[config.mk]
export PLATFORM = sky130hd
export DESIGN_NAME = core_mem_arbiter
export DESIGN_NICKNAME = d
export VERILOG_FILES = /design/src/rtl/core_mem_pkg.sv /design/src/rtl/arb_prio.sv /design/src/rtl/core_mem_arbiter.sv
export SDC_FILE = /design/constraint.sdc
export NUM_CORES = 1
export LEC_CHECK = 0
export ABC_CLOCK_PERIOD_IN_PS = 2450
export CAP_MARGIN = 30
export CORE_MARGIN = 10
export CORE_UTILIZATION = 34
export DETAILED_ROUTE_END_ITERATION = 10
export GPL_TIMING_DRIVEN = 0
export PLACE_DENSITY = 0.78
export SYNTH_ARGS = -nofsm -noshare
export SYNTH_HDL_FRONTEND = slang
export SYNTH_SLANG_ARGS = --single-unit
[constraint.sdc]
create_clock -name clk -period 2.45 [get_ports clk]
set_input_delay 0.735 -clock clk [delete_from_list [all_inputs] [get_ports clk]]
set_output_delay 0.735 -clock clk [all_outputs]
set_load 0.03 [all_outputs]
[src/rtl/core_mem_pkg.sv]
// Shared types for the fetch/data memory arbiter.
// FSM states, port ownership and the NOP returned when idle.
package core_mem_pkg;

    typedef enum logic [1:0] {
        IDLE,
        ISSUE,
        WAIT
    } arb_state_e;

    typedef enum logic {
        OWN_IF,
        OWN_D
    } arb_owner_e;

    localparam logic [31:0] NOP_INST = 32'h0000_0013;

endpackage

[src/rtl/arb_prio.sv]
// Winner select between fetch and data requests.
// Data wins unless fetch has been starved long enough.
module arb_prio
    import core_mem_pkg::*;
(
    input  logic       i_if_req,
    input  logic       i_req_mem,
    input  logic       i_starve_hit,
    output logic       o_valid,
    output arb_owner_e o_owner
);

    logic w_d_win;

    assign w_d_win = i_req_mem && !(i_starve_hit && i_if_req);
    assign o_valid = i_req_mem || i_if_req;
    assign o_owner = w_d_win ? OWN_D : OWN_IF;

endmodule

[src/rtl/core_mem_arbiter.sv]
// Shares one single-port memory between instruction fetch and load/store.
// One transaction outstanding; data priority with fetch starvation guard.
module core_mem_arbiter
    import core_mem_pkg::*;
#(
    parameter int XLEN          = 32,
    parameter int IF_STARVE_MAX = 4,
    parameter int GNT_TIMEOUT   = 255
) (
    input  logic            clk,
    input  logic            reset,
    input  logic            if_req,
    input  logic [XLEN-1:0] pc_o,
    output logic [31:0]     inst,
    output logic            inst_stall,
    output logic            inst_access_fault,
    input  logic            req_mem,
    input  logic            wmem_o,
    input  logic [3:0]      wmask,
    input  logic [XLEN-1:0] addr_o,
    input  logic [XLEN-1:0] data_o,
    output logic [XLEN-1:0] data_i,
    output logic            data_stall,
    output logic            data_err,
    output logic            mem_req,
    output logic            mem_we,
    output logic [3:0]      mem_wmask,
    output logic [XLEN-1:0] mem_addr,
    output logic [XLEN-1:0] mem_wdata,
    input  logic            mem_gnt,
    input  logic            mem_rvalid,
    input  logic [XLEN-1:0] mem_rdata,
    input  logic            mem_err,
    output logic            busy
);

    localparam logic [15:0] L_TMO = 16'(GNT_TIMEOUT);
    localparam logic [7:0]  L_STV = 8'(IF_STARVE_MAX);

    arb_state_e      r_state;
    arb_owner_e      r_owner;
    logic            r_stale;
    logic [15:0]     r_gcnt;
    logic [7:0]      r_scnt;
    logic            r_mem_req;
    logic            r_mem_we;
    logic [3:0]      r_mem_wmask;
    logic [XLEN-1:0] r_mem_addr;
    logic [XLEN-1:0] r_mem_wdata;

    logic       w_starve_hit;
    logic       w_win_v;
    arb_owner_e w_win;
    logic       w_own_req;
    logic       w_gnt;
    logic       w_tmo;
    logic       w_resp;
    logic       w_done;
    logic       w_done_if;
    logic       w_done_d;

    assign w_starve_hit = (IF_STARVE_MAX != 0) && (r_scnt >= L_STV);

    arb_prio u_prio (
        .i_if_req     (if_req),
        .i_req_mem    (req_mem),
        .i_starve_hit (w_starve_hit),
        .o_valid      (w_win_v),
        .o_owner      (w_win)
    );

    assign w_own_req = (r_owner == OWN_IF) ? if_req : req_mem;
    assign w_gnt     = (r_state == ISSUE) && mem_gnt;
    // A grant arriving in the expiry cycle takes precedence over the abort
    assign w_tmo     = (r_state == ISSUE) && !mem_gnt && (GNT_TIMEOUT != 0)
                       && (r_gcnt == L_TMO - 16'd1);
    assign w_resp    = (r_state == WAIT) && mem_rvalid;
    assign w_done    = (w_resp || w_tmo) && !r_stale;
    assign w_done_if = w_done && (r_owner == OWN_IF);
    assign w_done_d  = w_done && (r_owner == OWN_D);

    always_ff @(posedge clk) begin
        if (!reset) begin
            r_state     <= IDLE;
            r_owner     <= OWN_IF;
            r_stale     <= 1'b0;
            r_gcnt      <= '0;
            r_scnt      <= '0;
            r_mem_req   <= 1'b0;
            r_mem_we    <= 1'b0;
            r_mem_wmask <= '0;
            r_mem_addr  <= '0;
            r_mem_wdata <= '0;
        end else begin
            case (r_state)
                IDLE: begin
                    if (w_win_v) begin
                        r_state   <= ISSUE;
                        r_owner   <= w_win;
                        r_stale   <= 1'b0;
                        r_gcnt    <= '0;
                        r_mem_req <= 1'b1;
                        if (w_win == OWN_D) begin
                            r_mem_addr  <= addr_o;
                            r_mem_we    <= wmem_o;
                            r_mem_wmask <= wmask;
                            r_mem_wdata <= data_o;
                        end else begin
                            r_mem_addr  <= pc_o;
                            r_mem_we    <= 1'b0;
                            r_mem_wmask <= '0;
                            r_mem_wdata <= '0;
                        end
                    end
                end
                ISSUE: begin
                    if (!w_own_req) r_stale <= 1'b1;
                    if (mem_gnt) begin
                        r_mem_req <= 1'b0;
                        r_state   <= WAIT;
                    end else if (w_tmo) begin
                        r_mem_req <= 1'b0;
                        r_stale   <= 1'b0;
                        r_state   <= IDLE;
                    end else begin
                        r_gcnt <= r_gcnt + 16'd1;
                    end
                end
                WAIT: begin
                    if (!w_own_req) r_stale <= 1'b1;
                    if (mem_rvalid) begin
                        r_stale <= 1'b0;
                        r_state <= IDLE;
                    end
                end
                default: r_state <= IDLE;
            endcase

            // Consecutive data grants seen while fetch keeps waiting
            if (!if_req) begin
                r_scnt <= '0;
            end else if (w_gnt && r_owner == OWN_IF) begin
                r_scnt <= '0;
            end else if (w_gnt && r_scnt != 8'hFF) begin
                r_scnt <= r_scnt + 8'd1;
            end
        end
    end

    assign mem_req   = r_mem_req;
    assign mem_we    = r_mem_we;
    assign mem_wmask = r_mem_wmask;
    assign mem_addr  = r_mem_addr;
    assign mem_wdata = r_mem_wdata;
    assign busy      = (r_state != IDLE);

    assign inst_stall        = if_req && !w_done_if;
    assign inst              = w_done_if ? (w_tmo ? 32'd0 : mem_rdata[31:0])
                                         : NOP_INST;
    assign inst_access_fault = w_done_if && (w_tmo || mem_err);

    assign data_stall = req_mem && !w_done_d;
    assign data_i     = (w_done_d && !w_tmo && !r_mem_we) ? mem_rdata : '0;
    assign data_err   = w_done_d && (w_tmo || mem_err);

endmodule

==> results of run 1 <==
==> how the worst max path moves through the flow <==
| stage | from | slack (ps) | to | cells past startpoint |
|---|---|---|---|---|
| 2_1_floorplan | r_gcnt[0]$_SDFFE_PN0P_ | -130 | inst[21] | 9 |
| 3_3_place_gp | mem_gnt | -1560 | inst[15] | 7 |
| 3_5_place_dp | mem_gnt | -1580 | inst[15] | 7 |
| 4_1_cts | r_gcnt[0]$_SDFFE_PN0P_ | -480 | inst[25] | 10 |
| 5_1_grt | r_gcnt[0]$_SDFFE_PN0P_ | -500 | inst[25] | 10 |
| 6_report | mem_gnt | -430 | inst[25] | 8 |
==> power by group through the flow <==
stage                     Combinational, µW  Sequential [µW]  Clock, µW
after floorplan                         651             2340          0
after CTS                              1980             1930       1370
final                                  2000             1930       1340
after detailed placement               1930             1960          0
after global placement                 1930             1960          0
after global routing                   2140             1960       1440
==> cell usage in the layout (no fill, tap or decap), types with 3 or more instances in the layout <==
cell,Yosys,final
a21oi_1,8,6
a22o_1,37,37
a31oi_1,33,33
and2_1,66,6
and2_2,0,14
and2_4,0,46
and3_1,4,4
buf_2,3,3
buf_4,1,16
buf_6,6,72
buf_8,0,5
clkbuf_1,23,16
clkbuf_16,0,11
clkbuf_2,1,3
clkdlybuf4s50_1,0,205
dfxtp_1,98,96
ha_1,8,7
inv_1,10,9
mux2i_1,3,3
nand2_1,81,79
nand3_1,16,16
nand4_1,4,4
nor2_1,27,25
nor2b_1,4,4
nor3_1,4,4
nor4_1,4,3
o211ai_1,4,4
o21ai_0,46,42
o21ai_1,0,3
or3_1,4,4
or4_1,3,3
xnor2_1,6,6
xor2_1,6,6
==> through the flow <==
step / TNS, ps / cell area [µm²] / worst slack [ps]
global route: -28730 / 8400 / -499
detailed placement: -134460 / 7700 / -1580
finish: -24590 / 8400 / -429
floorplan: -4660 / 4700 / -134
global placement: -132490 / 7700 / -1560
CTS: -35620 / 8250 / -480
==> synthesized netlist by cell type (6+ instances only) <==
cell      number  area share
dfxtp_1       98        0.43
nand2_1       81       0.066
and2_1        66       0.090
o21ai_0       46       0.050
a22o_1        37       0.071
a31oi_1       33       0.045
nor2_1        27       0.022
clkbuf_1      23       0.019
nand3_1       16       0.017
inv_1         10      0.0082
a21oi_1        8      0.0087
ha_1           8       0.022
buf_6          6       0.015
xnor2_1        6       0.011
xor2_1         6       0.011
==> state kept, by name, indices dropped and copies added (netlist names) <==
register,cells
r_state,2
mem_req,1
r_stale,1
mem_wdata,32
mem_addr,32
r_owner,1
r_scnt,8
mem_we,1
mem_wmask,4
r_gcnt,16
==> cell type report <==
class	count	area, µm²	share of cell area
clock buffers	10	229	0.0273
clock inverters	6	47.5	0.00566
plain buffers	34	254	0.0302
inverters	10	40.0	0.00477
multi-input cells	396	2630	0.313
flip-flops and latches	98	1970	0.234
well taps	176	220	0.0262
repair buffers	294	3010	0.359
==> repair_timing <==
item                                    4_1_cts  5_1_grt
hold buffers                                  0        0
pin swaps                                    29       13
setup buffers                                 6        8
gates resized for setup                     505       59
endpoints found under the setup margin      132      145
gates cloned                                  2        2
==> logic make-up after synthesis <==
group | count (synthesis)
fa+ha+maj | 8
mux | 3
compound gates | 143
simple gates | 230
xor+xnor | 12
flops | 98
buf+inv | 45
==> critical path: stages <==
cell	delay, ps
dlygate4sd2_1	290
nand2b_4	210
nor2_4	70
nor4_4	220
clkbuf_8	230
buf_8	110
and2_4	140
buf_6	120
==> per-layer routing <==
layer / vias to the layer above / part of all wire / GRT usage
met3: 8 / 0.11 / 0.0749
li1: 2512 / - / -
met1: 2350 / 0.38 / 0.198
met5: - / 0 / 0
met4: 0 / 0.0057 / 0.0320
met2: 233 / 0.51 / 0.340
==> flow_metrics.tcl, run 1 <==
set metrics [dict create \
    synth-simple-area-share 0.261 \
    grt_antenna_before_repair 0 \
    worstMarginPinSlew_ps 624 \
    nFillCells 1151 \
    grt_pass1_wl_um 27400 \
    drive_gt1_frac 0.238 \
    rsz0062_at_grt "yes" \
    synth_top_family_by_area "simple AND/OR/NAND/NOR gates" \
    path_clk_slew_ps 70 \
    yosysUniqueCellTypes 51 \
    synthCells 539 \
    fin_nets 991 \
    drv_cap 0 \
    p_leak_uw 0.00338 \
    synthAdderAreaFrac 0.0219 \
    post_synth.cell_area_avg_um2 8.49 \
    stdcell_count 1024 \
    grt_max_degree 18 \
    min_delay_path_depth 1 \
    arrival_ps 2140 \
    synthMuxAreaShare 0.00656 \
    post-route-min-period_ps 2880 \
    wire_per_inst_um 18.4 \
    drc 0 \
    synth_enable_flop_cells 0 \
    synth_seq_cells 98 \
    holdWs_ps 473 \
    cts_tree "yes" \
    dp_hpwl_um 14900 \
    diodes 0 \
    ys.flop_type "dfxtp_1" \
    crit_path_max_fanout 6 \
    die_area_mm2 0.0185 \
    gp_congestion 0.828 \
    pwr-share-comb 0.379 \
    synthXorXnorAreaFrac 0.0230 \
    vias 5103 \
    cts.sinks 98 \
    hold_violations 0 \
    placeableCoreArea_mm2 0.0132 \
    internal_power_uw 3370 \
    synth-compound-area-share 0.211 \
    worstHoldEndpoint "mem_wmask[1]$_SDFFE_PN0P_" \
    ios 279 \
    skew_ps 9.08 \
    cts_made_buffers 9 \
    powerDensity_mw_per_mm2 627 \
    r2r_start "r_state[1]$_SDFFE_PN0P_" \
    worstPathRequired_ps 1710 \
    final_util 0.634 \
    slew_headroom 0.582 \
    die_w_um 136 \
    p_seq_frac 0.367 \
    globalRouteTotalUtil 0.186 \
    worstHoldStart "mem_wmask[1]$_SDFFE_PN0P_" \
    postRouteAntennaNets 0 \
    max_freq_mhz 347 \
    numPortBuffers 278 \
    synth_fp_nets 687 \
    timing.final.ws_setup_ps -429 \
    status "finished, violations left" \
    synthArstFlopShare 0 \
    finalPower_uw 5270 \
    drtIter0Drc 205 \
    initial_core_util 0.346 \
    drt_wl_total_um 18900 \
    p_sw_frac 0.359 \
    min_path_type "register to register" \
    rows 42 \
    switchingPower_uw 1890 \
    vias_per_cell 4.98 \
    reg2reg_depth 9 \
    grt_overflow 0 \
    clk_latency_ps 340 \
    start_kind "input port" \
    setup_viol 68 \
    ys.warnings.count 0 \
    synth_sequential_area_ratio 0.429 \
    syn_area_mm2 0.00458 \
    dieHeight_um 136 \
    htree_levels 3 \
    post-route-period-util 1.17 \
    grt_pass1_vias 4953 \
    vdd_ir_drop_max_v 0.000377 \
    cts_buffer_depth 2 \
    crit_type "input port to output port" \
    dp_cells 993 \
    reg2reg_setup_slack_ps 230 \
    violations "setup timing" \
    end_kind "output port" \
    power_frac_clock 0.254 \
    area.growth.synth_to_final_pct 83.5 \
    firstDrtPassIters 5 \
    r2r_end "r_gcnt[5]$_SDFFE_PN0P_" \
    clockRootBuffer "clkbuf_16" \
    slew_viol_final 0 \
]
Power figures use the tool's default switching activity.
==> inputs of run 2 (changes only) <==
Settings changed: SKIP_LAST_GASP set to 1.
==> run 2 against run 1 <==
  * The flow still finishes with violations (setup timing)
  * Die area unchanged
  * Total power decreased by 0.42%
  * Routed wire length decreased by 0.49%
  * Worst setup slack got worse by 82 ps
  * Critical endpoint is now data_i[3]
  * Largest cell class unchanged
  * Highest routed layer unchanged
==> flow_metrics.tcl, run 2 (synthesis gave the netlist of run 1 again) <==
set metrics [dict create \
    grt_max_degree 18 \
    slew_headroom 0.535 \
    globalRouteTotalUtil 0.185 \
    drtIter0Drc 287 \
    grt_antenna_before_repair 0 \
    dp_hpwl_um 14900 \
    multi_input_area_mm2 0.00257 \
    diodes 0 \
    cp_top_family "buffers and inverters" \
    path_clk_slew_ps 70 \
    post-route-min-period_ps 2960 \
    holdBufCountCts 0 \
    area.growth.synth_to_final_pct 81.1 \
    min_delay_path_depth 1 \
    regArea_mm2 0.00197 \
    final_cell_mix "208 x clkdlybuf4s50_1, 96 x dfxtp_1, 80 x nand2_1" \
    crit_path_frequent_cell "buf_6" \
    placeableCoreArea_mm2 0.0132 \
    gp_congestion 0.828 \
    p_leak_uw 0.00332 \
    powerDensity_mw_per_mm2 632 \
    clockRootBuffer "clkbuf_16" \
    reg2reg_depth 8 \
    hold_violations 0 \
    post-route-period-util 1.21 \
    vias_per_cell 4.96 \
    reg2reg_setup_slack_ps 200 \
    skew_ps 8.64 \
    drv_cap 0 \
    cts_tree "yes" \
    numPortBuffers 278 \
    cts_buffer_depth 2 \
    crit_path_max_fanout 10 \
    firstDrtPassIters 6 \
    worstMarginPinSlew_ps 695 \
    end_kind "output port" \
    finalPower_uw 5240 \
    initial_core_util 0.346 \
    max_freq_mhz 338 \
    critPathBufInv 4 \
    worstHoldStart "mem_wmask[1]$_SDFFE_PN0P_" \
    start_kind "input port" \
    grt_pass1_wl_um 27200 \
    cts.sinks 98 \
    r2r_start "r_state[0]$_SDFFE_PN0P_" \
    ios 279 \
    vias 5085 \
    rows 42 \
    grt_pass1_vias 4952 \
    timing.final.ws_setup_ps -511 \
    layout_commonest_cell "clkdlybuf4s50_1" \
    worstPathRequired_ps 1710 \
    crit_path_cell_trace "dlygate4sd2_1 -> nand2b_4 -> nor2_4 -> buf_6 -> nor4_4 -> clkbuf_8 -> and2_2 -> buf_6" \
    vdd_ir_drop_max_v 0.000379 \
    nFillCells 1166 \
    drt_wl_total_um 18800 \
    min_path_type "register to register" \
    arrival_ps 2230 \
    slowest_stage "dlygate4sd2_1" \
    fin_nets 992 \
    max_stage_delay_ps 290 \
    wire_per_inst_um 18.3 \
    status "finished, violations left" \
    grt_overflow 0 \
    rsz0062_at_grt "yes" \
    crit_type "input port to output port" \
    clk_latency_ps 340 \
    dieHeight_um 136 \
    cp.depth 8 \
    drive_gt1_frac 0.224 \
    cts_made_buffers 9 \
    htree_levels 3 \
    r2r_end "r_gcnt[5]$_SDFFE_PN0P_" \
    violations "setup timing" \
    die_area_mm2 0.0185 \
    drc 0 \
    die_w_um 136 \
    slew_viol_final 0 \
    postRouteAntennaNets 0 \
    worstHoldEndpoint "mem_wmask[1]$_SDFFE_PN0P_" \
    setup_viol 133 \
    place_ws_ps -1580 \
]
-- run 2: routing by layer --
layer  part of all wire  GRT usage  vias up
met5                  0          0        -
met4             0.0088     0.0373        0
met3               0.10     0.0753       13
met2               0.51      0.337      228
met1               0.38      0.195     2333
li1                   -          -     2511
-- run 2: cell type report --
type | count | share of cell area
Inverter | 10 | 0.00483
Sequential cell | 98 | 0.237
Clock inverter | 6 | 0.00573
Multi-Input combinational cell | 396 | 0.309
Timing Repair Buffer | 294 | 0.358
Tap cell | 176 | 0.0266
Buffer | 35 | 0.0299
Clock buffer | 10 | 0.0276
-- run 2: power breakdown --
group | internal [µW] | total, µW | switching (µW)
sequential | 1810 | 1930 | 124
combinational | 851 | 1970 | 1120
clock | 703 | 1340 | 635
-- run 2: repair_timing --
| action | 4_1_cts | 5_1_grt |
|---|---|---|
| endpoints found under the setup margin | 132 | 145 |
| gates cloned | 2 | 1 |
| buffers inserted | 6 | 11 |
| resized for setup | 397 | 113 |
| pin swaps | 4 | 10 |
-- run 2: per-stage QoR --
step           TNS [ps]  hold WS, ps  instances   util  area (µm²)
3_5_place_dp    -134460          453        993  0.582        7700
2_1_floorplan     -4660          458        539      -        4700
6_report         -40730          473       1025  0.626        8290
4_1_cts          -40060          478       1017  0.619        8190
3_3_place_gp    -132490          455        993  0.582        7700
5_1_grt          -60070          487       1025  0.626        8290
-- run 2: how the worst max path moves through the flow --
stage | startpoint | endpoint | slack [ps]
detailed placement | mem_gnt | inst[15] | -1580
CTS | r_gcnt[0]$_SDFFE_PN0P_ | inst[14] | -510
global route | r_gcnt[0]$_SDFFE_PN0P_ | data_i[1] | -620
global placement | mem_gnt | inst[15] | -1560
floorplan | r_gcnt[0]$_SDFFE_PN0P_ | inst[21] | -130
finish | mem_gnt | data_i[3] | -510
-- run 2: worst register-to-register path, cell delays in order, from the launching register on --
cell     delay [ps]
dfxtp_1         380
inv_1            90
ha_1            290
nor3b_1         220
nor3_4          390
o21ai_2         120
buf_2           190
o31a_1          280
o21a_1          180
==> inputs of run 3 (changes only) <==
Settings changed: PLACE_DENSITY 0.78 to 0.77.
==> run 3 against run 2 <==
  * Non-clock buffer count unchanged
  * Clock power rose by 15%
  * Global-route usage up 1.2 points
  * Sequential share of layout area fell by 0.26 points
  * The flow still finishes with violations (setup timing)
  * Worst hold slack improved by 6.7 ps
  * Largest cell class unchanged
  * Total power up 4.6%
  * Core utilization is 0.85 points higher
  * Routed wire length grew 5.6%
  * Clock skew shrank 0.95 ps
  * Critical path type is now register to output port
  * Via count up 2.5%
  * Register-to-register slack lost 20 ps
==> flow_metrics.tcl, run 3 (synthesis gave the netlist of run 1 again) <==
set metrics [dict create \
    violations "setup timing" \
    placeableCoreArea_mm2 0.0132 \
    clockRootBuffer "clkbuf_16" \
    post-route-min-period_ps 2890 \
    crit_type "register to output port" \
    cts.sinks 98 \
    switchingPower_uw 1890 \
    path_clk_slew_ps 70 \
    vias 5211 \
    htree_levels 3 \
    dp_hpwl_um 15700 \
    worstMarginPinSlew_ps 641 \
    rows 42 \
    ios 279 \
    skew_ps 7.69 \
    grt_antenna_before_repair 1 \
    end_kind "output port" \
    drt_wl_total_um 19800 \
    die_w_um 136 \
    vdd_ir_drop_max_v 0.000544 \
    wire_per_inst_um 19.3 \
    nFillCells 1085 \
    gp_congestion 0.905 \
    drtIter0Drc 296 \
    reg2reg_setup_slack_ps 180 \
    drive_gt1_frac 0.244 \
    globalRouteTotalUtil 0.196 \
    internal_power_uw 3600 \
    stdcell_count 1025 \
    p_leak_uw 0.00339 \
    grt_pass1_wl_um 28800 \
    status "finished, violations left" \
    setup_viol 68 \
    layout_commonest_cell "clkdlybuf4s50_1" \
    crit_path_max_fanout 10 \
    p_seq_frac 0.354 \
    start_kind "register" \
    max_freq_mhz 346 \
    min_delay_path_depth 1 \
    grt_pass1_vias 5237 \
    final_cell_mix "205 x clkdlybuf4s50_1, 92 x dfxtp_1, 79 x nand2_1" \
    drc 0 \
    post-route-period-util 1.18 \
    r2r_start "r_state[0]$_SDFFE_PN0P_" \
    postRouteAntennaNets 0 \
    arrival_ps 2160 \
    die_area_mm2 0.0185 \
    powerDensity_mw_per_mm2 652 \
    worstPathRequired_ps 1710 \
    timing.final.ws_setup_ps -444 \
    area.growth.synth_to_final_pct 83.6 \
    cts_buffer_depth 2 \
    r2r_end "r_gcnt[5]$_SDFFE_PN0P_" \
    worstHoldEndpoint "mem_wdata[25]$_SDFFE_PN0P_" \
    hold_violations 0 \
    initial_core_util 0.346 \
    drv_cap 0 \
    crit_path_cell_trace "inv_4 -> ha_4 -> and4b_1 -> nand4_1 -> buf_6 -> nor2_4 -> nor4_4 -> buf_6 -> clkbuf_8 -> and2_2 -> buf_6" \
    vias_per_cell 5.08 \
    final_util 0.635 \
    slowest_stage "dfxtp_4" \
    grt_max_degree 16 \
    numPortBuffers 278 \
    tns_ps -25340 \
    fin_nets 992 \
    min_path_type "register to register" \
    slew_viol_final 0 \
    rsz0062_at_grt "yes" \
    cts_made_buffers 9 \
    clk_latency_ps 350 \
    power_frac_clock 0.281 \
    pwr-share-comb 0.366 \
    crit_path_frequent_cell "buf_6" \
    firstDrtPassIters 5 \
    p_sw_frac 0.344 \
    max_stage_delay_ps 360 \
    dp_cells 993 \
    worstHoldStart "mem_wdata[25]$_SDFFE_PN0P_" \
    grt_overflow 0 \
    cts_tree "yes" \
    dieHeight_um 136 \
    reg2reg_depth 8 \
    slew_headroom 0.571 \
]
[run 3: what timing repair did]
action	CTS	global route
pin swaps	6	15
endpoints found under the hold margin	0	0
endpoints found under the setup margin	130	152
hold buffers	0	0
resized for setup	446	117
buffers inserted	7	9
cloned	2	1
[run 3: cell type report]
| type | count | area, µm² | share of cell area |
|---|---|---|---|
| antenna | 1 | 2.50 | 0.000298 |
| buffer | 34 | 260 | 0.0310 |
| clock buffer | 11 | 243 | 0.0289 |
| clock inverter | 4 | 76.3 | 0.00908 |
| inverter | 10 | 40.0 | 0.00476 |
| multi-input combinational | 396 | 2610 | 0.310 |
| sequential | 98 | 1970 | 0.235 |
| tap | 176 | 220 | 0.0262 |
| timing repair buffer | 295 | 2980 | 0.355 |
[run 3: critical path: cells and delay by family, from the launching register on]
family,cells,cell delay (ps)
AND/OR/NAND/NOR,5,720
buffers and inverters,5,610
flip-flops,1,360
adder cells (fa/ha/maj),1,140
[run 3: layer usage]
layer / up-vias / share of wire / global-route usage
li1: 2508 / - / -
met1: 2423 / 0.37 / 0.198
met2: 257 / 0.51 / 0.356
met3: 23 / 0.10 / 0.0768
met4: 0 / 0.022 / 0.0757
met5: - / 0 / 0
[run 3: how the worst max path moves through the flow]
stage | startpoint | endpoint | slack [ps]
6_report | r_gcnt[0]$_SDFFE_PN0P_ | data_i[20] | -440
5_1_grt | r_gcnt[0]$_SDFFE_PN0P_ | data_i[15] | -550
2_1_floorplan | r_gcnt[0]$_SDFFE_PN0P_ | inst[21] | -130
4_1_cts | r_gcnt[0]$_SDFFE_PN0P_ | inst[24] | -480
3_3_place_gp | mem_gnt | inst[24] | -1650
3_5_place_dp | mem_gnt | inst[24] | -1660
[run 3: per-stage QoR]
step,hold slack (ps),worst slack [ps],cell area (µm²),total power [µW]
floorplan,458,-134,4700,2990
finish,480,-444,8410,5480
detailed placement,458,-1660,7700,3890
global route,496,-549,8410,5730
global placement,456,-1650,7700,3860
CTS,478,-477,8200,5480
[run 3: power groups by stage]
| stage | clock [µW] | combinational [µW] | sequential [µW] |
|---|---|---|---|
| after global routing | 1620 | 2140 | 1960 |
| after global placement | 0 | 1900 | 1960 |
| after detailed placement | 0 | 1930 | 1970 |
| after CTS | 1560 | 1980 | 1940 |
| final | 1540 | 2010 | 1940 |
| after floorplan | 0 | 651 | 2340 |
